File: src/rtl/kugelblitz_rewrite_ctrl_pkg.sv
// ============================================================================
// Module   : kugelblitz_rewrite_ctrl_pkg
// Purpose  : Shared definitions for the kugelblitz rewrite controller:
//            stream width, FSM state encodings, rule-entry field layout and
//            pack/unpack helpers for the rule table words.
// Ports    : none (package)
// Revision : 1.0 - initial release
// ============================================================================
`default_nettype none

package kugelblitz_rewrite_ctrl_pkg;

    // The rewrite datapath only exists at 512 bits.
    localparam int KG_DATA_WIDTH = 512;
    localparam int KG_LANE_W     = $clog2(KG_DATA_WIDTH / 8);
    localparam int KG_VALUE_W    = 8;
    localparam int KG_MAX_RULES  = 16;

    // Rule entry layout inside a table word: {enable, lane, value}.
    localparam int KG_RULE_VALUE_LSB = 0;
    localparam int KG_RULE_LANE_LSB  = KG_RULE_VALUE_LSB + KG_VALUE_W;
    localparam int KG_RULE_EN_BIT    = KG_RULE_LANE_LSB + KG_LANE_W;
    localparam int KG_RULE_W         = KG_RULE_EN_BIT + 1;

    // Controller state encodings.
    localparam logic [1:0] KG_ST_IDLE    = 2'd0;
    localparam logic [1:0] KG_ST_COMPILE = 2'd1;
    localparam logic [1:0] KG_ST_WAIT    = 2'd2;

    typedef struct packed {
        logic                  en;
        logic [KG_LANE_W-1:0]  lane;
        logic [KG_VALUE_W-1:0] value;
    } kg_rule_t;

    function automatic logic [KG_RULE_W-1:0] kg_pack_rule(
        input logic                  en,
        input logic [KG_LANE_W-1:0]  lane,
        input logic [KG_VALUE_W-1:0] value
    );
        logic [KG_RULE_W-1:0] word;
        word                                          = '0;
        word[KG_RULE_VALUE_LSB +: KG_VALUE_W]         = value;
        word[KG_RULE_LANE_LSB  +: KG_LANE_W]          = lane;
        word[KG_RULE_EN_BIT]                          = en;
        return word;
    endfunction

    function automatic kg_rule_t kg_unpack_rule(input logic [KG_RULE_W-1:0] word);
        kg_rule_t r;
        r.value = word[KG_RULE_VALUE_LSB +: KG_VALUE_W];
        r.lane  = word[KG_RULE_LANE_LSB  +: KG_LANE_W];
        r.en    = word[KG_RULE_EN_BIT];
        return r;
    endfunction

endpackage

`default_nettype wire

File: src/rtl/kugelblitz_rule_table.sv
// ============================================================================
// Module   : kugelblitz_rule_table
// Purpose  : Rule storage for the rewrite controller. One synchronous write
//            port, one combinational index read port, asynchronous
//            active-low clear of every entry.
// Ports    : clk, rst_n            clock / async active-low clear
//            wr_en_i, wr_idx_i,
//            wr_word_i             write port (packed rule word)
//            rd_idx_i, rd_word_o   read port
// Revision : 1.0 - initial release
// ============================================================================
`default_nettype none

module kugelblitz_rule_table
    import kugelblitz_rewrite_ctrl_pkg::*;
#(
    parameter int NUM_RULES = 8,
    parameter int IDX_W     = 3
) (
    input  logic                 clk,
    input  logic                 rst_n,
    input  logic                 wr_en_i,
    input  logic [IDX_W-1:0]     wr_idx_i,
    input  logic [KG_RULE_W-1:0] wr_word_i,
    input  logic [IDX_W-1:0]     rd_idx_i,
    output logic [KG_RULE_W-1:0] rd_word_o
);

    logic [KG_RULE_W-1:0] entry_q [NUM_RULES];

    // Indices beyond the table depth (non power-of-two depths) are ignored
    // on write and read back as a disabled rule.
    always_ff @(posedge clk or negedge rst_n) begin
        if (!rst_n) begin
            for (int i = 0; i < NUM_RULES; i++) begin
                entry_q[i] <= '0;
            end
        end else if (wr_en_i && (int'(wr_idx_i) < NUM_RULES)) begin
            entry_q[wr_idx_i] <= wr_word_i;
        end
    end

    always_comb begin
        rd_word_o = '0;
        if (int'(rd_idx_i) < NUM_RULES) begin
            rd_word_o = entry_q[rd_idx_i];
        end
    end

endmodule

`default_nettype wire

File: src/rtl/kugelblitz_rewrite_ctrl.sv
// ============================================================================
// Module   : kugelblitz_rewrite_ctrl
// Purpose  : Rule-set controller for the kugelblitz byte-rewrite datapath.
//            Software writes rules, then commits; the rules are compiled one
//            per cycle into a shadow mask/data bank, which is swapped into
//            the active outputs only at a frame boundary of the monitored
//            stream so every frame sees one coherent rule set.
// Ports    : clk, rst_n                       clock / async active-low reset
//            cfg_wr_*_i, cfg_wr_ready_o       rule write channel
//            commit_valid_i, commit_ready_o   commit request
//            commit_done_o                    pulse when new set is active
//            busy_o                           compile or wait in progress
//            mon_tvalid/tready/tlast_i        monitored stream handshake
//            ovr_mask_o, ovr_data_o           active per-lane overwrite set
//            active_gen_o                     completed-commit counter
// Revision : 1.0 - initial release
// ============================================================================
`default_nettype none

module kugelblitz_rewrite_ctrl
    import kugelblitz_rewrite_ctrl_pkg::*;
#(
    parameter  int DATA_WIDTH = 512,
    parameter  int KEEP_WIDTH = DATA_WIDTH / 8,
    parameter  int NUM_RULES  = 8,
    parameter  int GEN_WIDTH  = 8,
    localparam int IDX_W      = (NUM_RULES > 1) ? $clog2(NUM_RULES) : 1,
    localparam int LANE_W     = $clog2(KEEP_WIDTH)
) (
    input  logic                  clk,
    input  logic                  rst_n,
    input  logic                  cfg_wr_valid_i,
    output logic                  cfg_wr_ready_o,
    input  logic [IDX_W-1:0]      cfg_wr_index_i,
    input  logic [LANE_W-1:0]     cfg_wr_lane_i,
    input  logic [7:0]            cfg_wr_value_i,
    input  logic                  cfg_wr_enable_i,
    input  logic                  commit_valid_i,
    output logic                  commit_ready_o,
    output logic                  commit_done_o,
    output logic                  busy_o,
    input  logic                  mon_tvalid_i,
    input  logic                  mon_tready_i,
    input  logic                  mon_tlast_i,
    output logic [KEEP_WIDTH-1:0] ovr_mask_o,
    output logic [DATA_WIDTH-1:0] ovr_data_o,
    output logic [GEN_WIDTH-1:0]  active_gen_o
);

    // ------------------------------------------------------------------
    // Elaboration-time parameter checks
    // ------------------------------------------------------------------
    generate
        if (DATA_WIDTH != KG_DATA_WIDTH) begin : g_bad_data_width
            $error("kugelblitz_rewrite_ctrl: DATA_WIDTH must be 512");
        end
        if (KEEP_WIDTH != DATA_WIDTH / 8) begin : g_bad_keep_width
            $error("kugelblitz_rewrite_ctrl: KEEP_WIDTH must be DATA_WIDTH/8");
        end
        if ((NUM_RULES < 1) || (NUM_RULES > KG_MAX_RULES)) begin : g_bad_num_rules
            $error("kugelblitz_rewrite_ctrl: NUM_RULES must be 1..16");
        end
    endgenerate

    // ------------------------------------------------------------------
    // State
    // ------------------------------------------------------------------
    logic [1:0]            state_q,       state_d;
    logic                  idle_q,        idle_d;
    logic [IDX_W-1:0]      idx_q,         idx_d;
    logic                  in_frame_q,    in_frame_d;
    logic [KEEP_WIDTH-1:0] shadow_mask_q, shadow_mask_d;
    logic [DATA_WIDTH-1:0] shadow_data_q, shadow_data_d;
    logic [KEEP_WIDTH-1:0] active_mask_q, active_mask_d;
    logic [DATA_WIDTH-1:0] active_data_q, active_data_d;
    logic [GEN_WIDTH-1:0]  gen_q,         gen_d;
    logic                  done_q,        done_d;

    logic                  w_beat;
    logic                  w_boundary;
    logic                  w_wr_fire;
    logic                  w_commit_fire;
    logic                  w_last_idx;
    logic [KG_RULE_W-1:0]  w_wr_word;
    logic [KG_RULE_W-1:0]  w_rd_word;
    kg_rule_t              w_rule;

    assign w_beat        = mon_tvalid_i & mon_tready_i;
    // Swap either in an idle gap outside a frame or on the closing beat of a
    // frame; the latter keeps back-to-back traffic from starving a commit.
    assign w_boundary    = (~in_frame_q & ~w_beat) | (w_beat & mon_tlast_i);
    assign w_wr_fire     = cfg_wr_valid_i & idle_q;
    assign w_commit_fire = commit_valid_i & idle_q;
    assign w_last_idx    = (idx_q == IDX_W'(NUM_RULES - 1));
    assign w_wr_word     = kg_pack_rule(cfg_wr_enable_i, cfg_wr_lane_i, cfg_wr_value_i);
    assign w_rule        = kg_unpack_rule(w_rd_word);

    // ------------------------------------------------------------------
    // Rule table: a write accepted together with a commit lands at the
    // same edge the FSM enters COMPILE, so entry 0 is read after it.
    // ------------------------------------------------------------------
    kugelblitz_rule_table #(
        .NUM_RULES (NUM_RULES),
        .IDX_W     (IDX_W)
    ) u_rule_table (
        .clk       (clk),
        .rst_n     (rst_n),
        .wr_en_i   (w_wr_fire),
        .wr_idx_i  (cfg_wr_index_i),
        .wr_word_i (w_wr_word),
        .rd_idx_i  (idx_q),
        .rd_word_o (w_rd_word)
    );

    // ------------------------------------------------------------------
    // Next-state logic
    // ------------------------------------------------------------------
    always_comb begin
        state_d       = state_q;
        idx_d         = idx_q;
        shadow_mask_d = shadow_mask_q;
        shadow_data_d = shadow_data_q;
        active_mask_d = active_mask_q;
        active_data_d = active_data_q;
        gen_d         = gen_q;
        done_d        = 1'b0;

        in_frame_d = in_frame_q;
        if (w_beat) begin
            in_frame_d = ~mon_tlast_i;
        end

        case (state_q)
            KG_ST_IDLE: begin
                if (w_commit_fire) begin
                    shadow_mask_d = '0;
                    shadow_data_d = '0;
                    idx_d         = '0;
                    state_d       = KG_ST_COMPILE;
                end
            end
            KG_ST_COMPILE: begin
                // Entries are visited in ascending order, so a later rule on
                // the same lane overwrites an earlier one.
                if (w_rule.en) begin
                    shadow_mask_d[w_rule.lane]                  = 1'b1;
                    shadow_data_d[{w_rule.lane, 3'b000} +: 8]   = w_rule.value;
                end
                if (w_last_idx) begin
                    state_d = KG_ST_WAIT;
                end else begin
                    idx_d = idx_q + IDX_W'(1);
                end
            end
            KG_ST_WAIT: begin
                if (w_boundary) begin
                    active_mask_d = shadow_mask_q;
                    active_data_d = shadow_data_q;
                    gen_d         = gen_q + GEN_WIDTH'(1);
                    done_d        = 1'b1;
                    state_d       = KG_ST_IDLE;
                end
            end
            default: begin
                state_d = KG_ST_IDLE;
            end
        endcase

        idle_d = (state_d == KG_ST_IDLE);
    end

    // ------------------------------------------------------------------
    // Registers
    // ------------------------------------------------------------------
    always_ff @(posedge clk or negedge rst_n) begin
        if (!rst_n) begin
            state_q       <= KG_ST_IDLE;
            idle_q        <= 1'b1;
            idx_q         <= '0;
            in_frame_q    <= 1'b0;
            shadow_mask_q <= '0;
            shadow_data_q <= '0;
            active_mask_q <= '0;
            active_data_q <= '0;
            gen_q         <= '0;
            done_q        <= 1'b0;
        end else begin
            state_q       <= state_d;
            idle_q        <= idle_d;
            idx_q         <= idx_d;
            in_frame_q    <= in_frame_d;
            shadow_mask_q <= shadow_mask_d;
            shadow_data_q <= shadow_data_d;
            active_mask_q <= active_mask_d;
            active_data_q <= active_data_d;
            gen_q         <= gen_d;
            done_q        <= done_d;
        end
    end

    // Every output comes straight from a flop.
    assign cfg_wr_ready_o = idle_q;
    assign commit_ready_o = idle_q;
    assign busy_o         = ~idle_q;
    assign commit_done_o  = done_q;
    assign ovr_mask_o     = active_mask_q;
    assign ovr_data_o     = active_data_q;
    assign active_gen_o   = gen_q;

endmodule

`default_nettype wire

File: config.mk
export PLATFORM = sky130hd
export DESIGN_NAME = kugelblitz_rewrite_ctrl
export DESIGN_NICKNAME = d
export VERILOG_FILES = /design/src/rtl/kugelblitz_rewrite_ctrl_pkg.sv /design/src/rtl/kugelblitz_rule_table.sv /design/src/rtl/kugelblitz_rewrite_ctrl.sv
export SDC_FILE = /design/constraint.sdc
export NUM_CORES = 2
export LEC_CHECK = 0
export ABC_AREA = 0
export CORE_ASPECT_RATIO = 1.75
export CORE_MARGIN = 2
export CORE_UTILIZATION = 62
export CTS_BUF_LIST = sky130_fd_sc_hd__clkbuf_8
export DETAILED_ROUTE_END_ITERATION = 8
export GPL_ROUTABILITY_DRIVEN = 1
export GPL_TIMING_DRIVEN = 1
export PLACE_DENSITY_LB_ADDON = 0.15
export SYNTH_ARGS = -nofsm -noshare
export SYNTH_HDL_FRONTEND = slang
export SYNTH_SLANG_ARGS = --single-unit
File: constraint.sdc
create_clock -name clk -period 9.85 [get_ports clk]
set_input_delay 0.985 -clock clk [delete_from_list [all_inputs] [get_ports clk]]
set_output_delay 0.985 -clock clk [all_outputs]
set_load 0.01 [all_outputs]
After elaboration in Yosys (flattened, before gate mapping)
Cells that the tools add are included.
W data, S select, Z words.
{"block": "op_classes", "addsub": 3, "n_lt_le_gt_ge": 5, "eq_ne": 6, "n_shift": 2, "mux": 24, "bitwise_logic": 13, "reduce_logical": 8}
{"op": "$mux W512", "count": 2}
{"op": "$pmux W512 S2", "count": 1}
{"op": "$bwmux W512", "count": 1}
{"op": "$shift A8 B11 Y512 const A", "count": 1}
{"op": "$shiftx A8 B11 Y512", "count": 1}
{"op": "$mux W64", "count": 2}
{"op": "$pmux W64 S2", "count": 1}
{"op": "$bwmux W120", "count": 1}
{"op": "$or A64 B64 Y64", "count": 1}
{"op": "$bmux W15 S3", "count": 1}
{"op": "$demux W15 S3", "count": 1}
{"op": "$mux W15", "count": 3}
{"op": "$neg A9 Y11", "count": 1}
{"op": "$add A8 B1 Y8 const B", "count": 1}
{"op": "$ge A4 B4 Y1 const B", "count": 2}
{"op": "$not A3 Y4", "count": 2}
{"op": "$lt A6 B7 Y1 const B", "count": 1}
{"op": "$demux W1 S6", "count": 1}
{"op": "$ge A6 B1 Y1 const B", "count": 1}
{"op": "$mux W2", "count": 3}
{"op": "$mux W3", "count": 2}
{"op": "$pmux W2 S3", "count": 1}
{"op": "$pmux W3 S2", "count": 1}
{"op": "$reduce_and A3 Y1", "count": 2}
{"op": "other kinds (15)", "count": 27}
{"block": "word_totals", "ff_bits": 1288, "input_bits": 25, "out_inout_bits": 588, "wordCells": 79}

Longest topological paths before layout
{"block": "logic_depth", "ltp_word": 11, "mapped_depth": 14, "mapped_depth_nobuf": 10}

Cells and area by module
From an unflattened synthesis, not the netlist that was laid out.
{"block": "hier_totals", "cells_unflattened": 3517, "hier_area_um2": 50636.1}
{"mod": "kugelblitz_rewrite_ctrl", "n_inst": 1, "cells_each": 3201, "area_per_inst_um2": 45013.2, "seq_area_each_um2": 29229.3}
{"mod": "kugelblitz_rule_table", "n_inst": 1, "cells_each": 316, "area_per_inst_um2": 5622.9, "seq_area_each_um2": 3002.9}

Least setup slack after synthesis
OpenSTA, ideal clock, no wires.
{"block": "synth_timing", "kind": "register to register", "start": "reg idx_q[2]", "end": "reg shadow_data_q[456]", "setup_ns": 0.137, "arrival_time_ns": 3.773, "required_time_ns": 9.713, "path_slack_ns": 5.940, "stages_incl_launch_ff": 15, "n_path_buf": 4, "period_less_slack_ns": 3.910, "cell_sequence": "dfrtp_1 > buf_4 > buf_2 > mux4_2 > mux2_2 > inv_1 > ha_1 > inv_1 > a41oi_2 > mux2_2 > or3_1 > buf_6 > or4_4 > buf_6 > mux2i_1"}
{"block": "synth_between", "elab_chain_cells": 9, "elab_cells_between_ends": 12, "classes_between": "1 x add/sub; 1 x eq/ne; 2 x shift; 6 x mux; 1 x bitwise; 1 x reduce/logical"}
{"item": "start: declaration", "line": "kugelblitz_rewrite_ctrl.sv:70", "rtl": "logic [IDX_W-1:0] idx_q, idx_d;"}
{"item": "start signal: assignment", "line": "kugelblitz_rewrite_ctrl.sv:190", "rtl": "idx_q <= idx_d;"}
{"item": "$not A3 Y4 (not written as such) *", "line": "kugelblitz_rule_table.sv:46", "rtl": "rd_word_o = entry_q[rd_idx_i];"}
{"item": "$bmux W15 S3 *", "line": "kugelblitz_rule_table.sv:46"}
{"item": "$mux W15 (not written as such) * (2 in series)", "line": "kugelblitz_rule_table.sv:46"}
{"item": "$neg A9 Y11", "line": "kugelblitz_rewrite_ctrl.sv:147", "rtl": "shadow_data_d[{w_rule.lane, 3'b000} +: 8] = w_rule.value;"}
{"item": "$shiftx A8 B11 Y512 or $shift A8 B11 Y512 (tied branches)", "line": "kugelblitz_rewrite_ctrl.sv:147"}
{"item": "$bwmux W512", "line": "kugelblitz_rewrite_ctrl.sv:147"}
{"item": "$mux W512", "line": "kugelblitz_rewrite_ctrl.sv:145", "rtl": "if (w_rule.en) begin"}
{"item": "$pmux W512 S2", "line": "kugelblitz_rewrite_ctrl.sv:133", "rtl": "case (state_q)"}
{"item": "end signal: assignment", "line": "kugelblitz_rewrite_ctrl.sv:193", "rtl": "shadow_data_q <= shadow_data_d;"}
{"item": "end: declaration", "line": "kugelblitz_rewrite_ctrl.sv:73", "rtl": "logic [DATA_WIDTH-1:0] shadow_data_q, shadow_data_d;"}
Every way passes the cells marked *; elsewhere a longest branch is shown, timed or not. The select of a mux whose other input is x is not followed.
A chain may end at the register's enable or synchronous reset.

Final worst setup path
{"block": "layout_timing", "start": "reg idx_q[2]", "end": "reg shadow_data_q[406]"}
The elaborated chain is that of the path after synthesis.

==> impl_metrics.yaml <==
worst_setup_path:
  r2r-end: "shadow_data_q[406]"
  critPathLaunchType: "register"
  crit_arrival_ns: 5.67
  crit_fanout: 15
  critPathRequiredTime_ns: 10.59
  setup.worst_path.end_class: "register"
  crit_type: "reg -> reg"
  reg2reg_from: "idx_q[2]"
  r2r_cells: 8
  r2r_slack_ns: 4.92
sta:
  timing.slew.headroom: 0.2136
  layout_min_cycle_time_ns: 4.929
  worst_slew_pin_slew_ns: 1.178
  fmax_mhz: 202.9
  setup_viol: 0
  rsz0062_at_grt: "false"
  finalSetupTns_ns: 0
  skew_ns: 0.03899
  period_share: 0.5004
  drv_slew: 0
  final_hold_viol_count: 0
  worst_hold_slack_ns: 0.1538
  fin_ws_ns: 4.921
routing:
  drt_iter0_markers: 3321
  met3_length_mm: 11.53
  routed_wl_mm: 146.2
  route.vias.total: 37430
  ant_nets: 0
  detailedRoute.firstPassIterationCount: 6
  wl_met1_mm: 58.33
  avgRoutedWirePerCell_um: 22.39
  wl_met2_mm: 69.20
  viasPerCell: 5.733
  routed.top_layer: "met5"
  drc: 0
die:
  dieHeight_um: 384.4
  die_width_um: 221.4
  core-area_um2: 81910
  core.rowCount: 139
  design.die.area_um2: 85100
  start_util: 0.6259
  io_pins: 613
grt:
  grt_pass1_wl_mm: 225.4
  grt_start_max_net_pins: 239
  overflow: 0
  grt_usage: 0.3476
  grt_pass1_vias: 37640
  antenna_found_initial: 5
synth:
  synthCells: 4804
  synth-compound-area-share: 0.02777
  yosysWarningCount: 0
  synth_top_area_frac: 0.6282
  post-synth-top-area-cell: "dfrtp_1"
  syn_nets: 4833
  synth_top_family_by_area: "simple AND/OR/NAND/NOR gates"
  synth.area.mux_share: 0.1257
  synth-seq-cells: 1288
  synth_area_leaders: "dfrtp_1, nand2_1, mux2i_1"
  synth.distinct_cells: 58
  seq_area_frac_synth: 0.6287
  synth-simple-area-share: 0.1903
  synth-xor-area-share: 0.002196
  synthesis.area_um2: 51270
  synthAdderAreaFrac: 0.0009762
  post_synth.cell_area_avg_um2: 10.67
power_and_ir_drop:
  p_leak_nw: 31.39
  finalPower_mw: 17.02
  vdd_drop_max_uv: 609.3
  power.density_nw_per_um2: 275.8
clocking:
  postCtsHoldBufs: 0
  clock_sinks: 1288
  cts_made_buffers: 175
  cts_tree: "yes"
  post-cts-setup-buffers: 0
  clock_path_buffers: 3
  clk_pin_slew_ns: 0.07
  h-tree-depth: 4
  post_cts_resized: 0
  clk_latency_ns: 0.87
  root_buffer: "clkbuf_8"
placed_design:
  placed_area_um2: 58110
  dp.final_hpwl_mm: 93.70
  port-buffer-count: 612
  place_ws_ns: 4.977
  gp_congestion: 0.8950
finish:
  area_growth_pct: 20.42
  nFillCells: 5738
  fin_area_um2: 61740
  layout-drive-gt1-share: 0.09799
  fin_nets: 5370
worst_hold_path:
  hold_class: "in -> async"
run:
  cap_violations: 0
outcome:
  outcome: "finished, final reports clean"
[layout by cell type, fill, tap and decap left out, drive strengths merged, types with 14 or more instances in the layout]
cell / Yosys / final
a21oi: 56 / 56
or4: 14 / 14
nand2: 2179 / 2179
dfrtp: 1287 / 1287
nor2: 88 / 88
a31oi: 17 / 17
mux2i: 426 / 426
mux2: 137 / 137
a22o: 62 / 62
inv: 4 / 69
clkbuf: 246 / 220
buf: 56 / 51
nor3: 48 / 48
a32o: 21 / 21
nand3: 21 / 21
mux4: 28 / 28
and3: 16 / 16
clkdlybuf4s50: 0 / 611
[metal layers]
metal,up-vias,GRT usage
li1,16630,-
met1,18880,0.4646
met2,1607,0.5447
met3,303,0.08014
met4,4,0.1668
met5,-,0
[final cells by class]
cell class	count	area (um^2)	share of cell area
Antenna cell	2	5.005	0.00008107
Clock inverter	86	568.0	0.009201
Multi-Input combinational cell	3208	17930	0.2904
Timing Repair Buffer	662	6619	0.1072
Inverter	6	30.03	0.0004864
Sequential cell	1288	32230	0.5221
Clock buffer	220	3028	0.04905
Tap cell	1057	1323	0.02142
[stage by stage]
step / std cells / util
after CTS: 6526 / 0.7533
after global routing: 6528 / 0.7536
after global placement: 6220 / 0.7094
final: 6529 / 0.7537
after floorplan: 4804 / -
after detailed placement: 6220 / 0.7094
[worst max path at each step]
| stage | startpoint | endpoint | slack (ns) |
|---|---|---|---|
| finish | idx_q[2] | shadow_data_q[406] | 4.92 |
| CTS | idx_q[2] | shadow_data_q[402] | 4.96 |
| global placement | idx_q[2] | shadow_data_q[402] | 5.06 |
| global route | idx_q[2] | shadow_data_q[400] | 4.68 |
| detailed placement | mon_tvalid_i | ovr_data_o[280] | 4.98 |
| floorplan | idx_q[2] | shadow_data_q[456] | 5.94 |
[critical path, stage by stage (launching register included)]
cell and delay (ns):
dfrtp_1 0.78, mux4_2 0.34, mux2_4 0.23, clkinv_1 0.23, ha_1 0.31, xnor2_2 0.82
nand4_2 0.89, nor3_2 0.94, mux2i_1 0.28
[cell families after synthesis]
logic type / count (synthesis)
AO/OA/AOI/OAI: 191
buffers and inverters: 308
XOR/XNOR: 12
multiplexers: 591
flip-flops: 1288
adder cells (fa/ha/maj): 4
AND/OR/NAND/NOR: 2410
[synthesized netlist by cell type (all sizes together)]
master,count
and4,4
nand2,2179
inv,4
a22oi,1
a2bb2oi,1
dfstp,1
nor4,4
or3,4
nand2b,5
buf,56
or4b,1
and3,16
a211oi,4
o211a,1
o211ai,2
nand3,21
clkinv,2
nor4b,1
a32o,21
nor2b,4
mux2i,426
mux2,137
a41oi,4
clkbuf,246
or3b,1
nor3,48
nor2,88
ha,4
and2,12
or2,1
a21oi,56
a31oi,17
nand3b,1
o2bb2ai,8
mux4,28
or4,14
o21a,1
nand4,6
o21ai,13
dfrtp,1287
a22o,62
xnor2,12
[power breakdown]
part / leakage, nW / internal (mW) / switching (mW) / total [mW]
Clock: 2.08 / 2.21 / 1.98 / 4.19
Sequential: 17.7 / 6.32 / 0.676 / 6.99
Combinational: 11.6 / 1.75 / 4.09 / 5.85
Total: 31.4 / 10.3 / 6.75 / 17.0
[registers in the layout, indices dropped and copies added (netlist names), 2 cells and up]
| signal | cells |
|---|---|
| state_q | 2 |
| ovr_mask_o | 64 |
| shadow_mask_q | 64 |
| ovr_data_o | 512 |
| active_gen_o | 8 |
| idx_q | 3 |
| u_rule_table.entry_q | 120 |
| shadow_data_q | 512 |
Note: power is estimated with default switching activity, not from simulation.
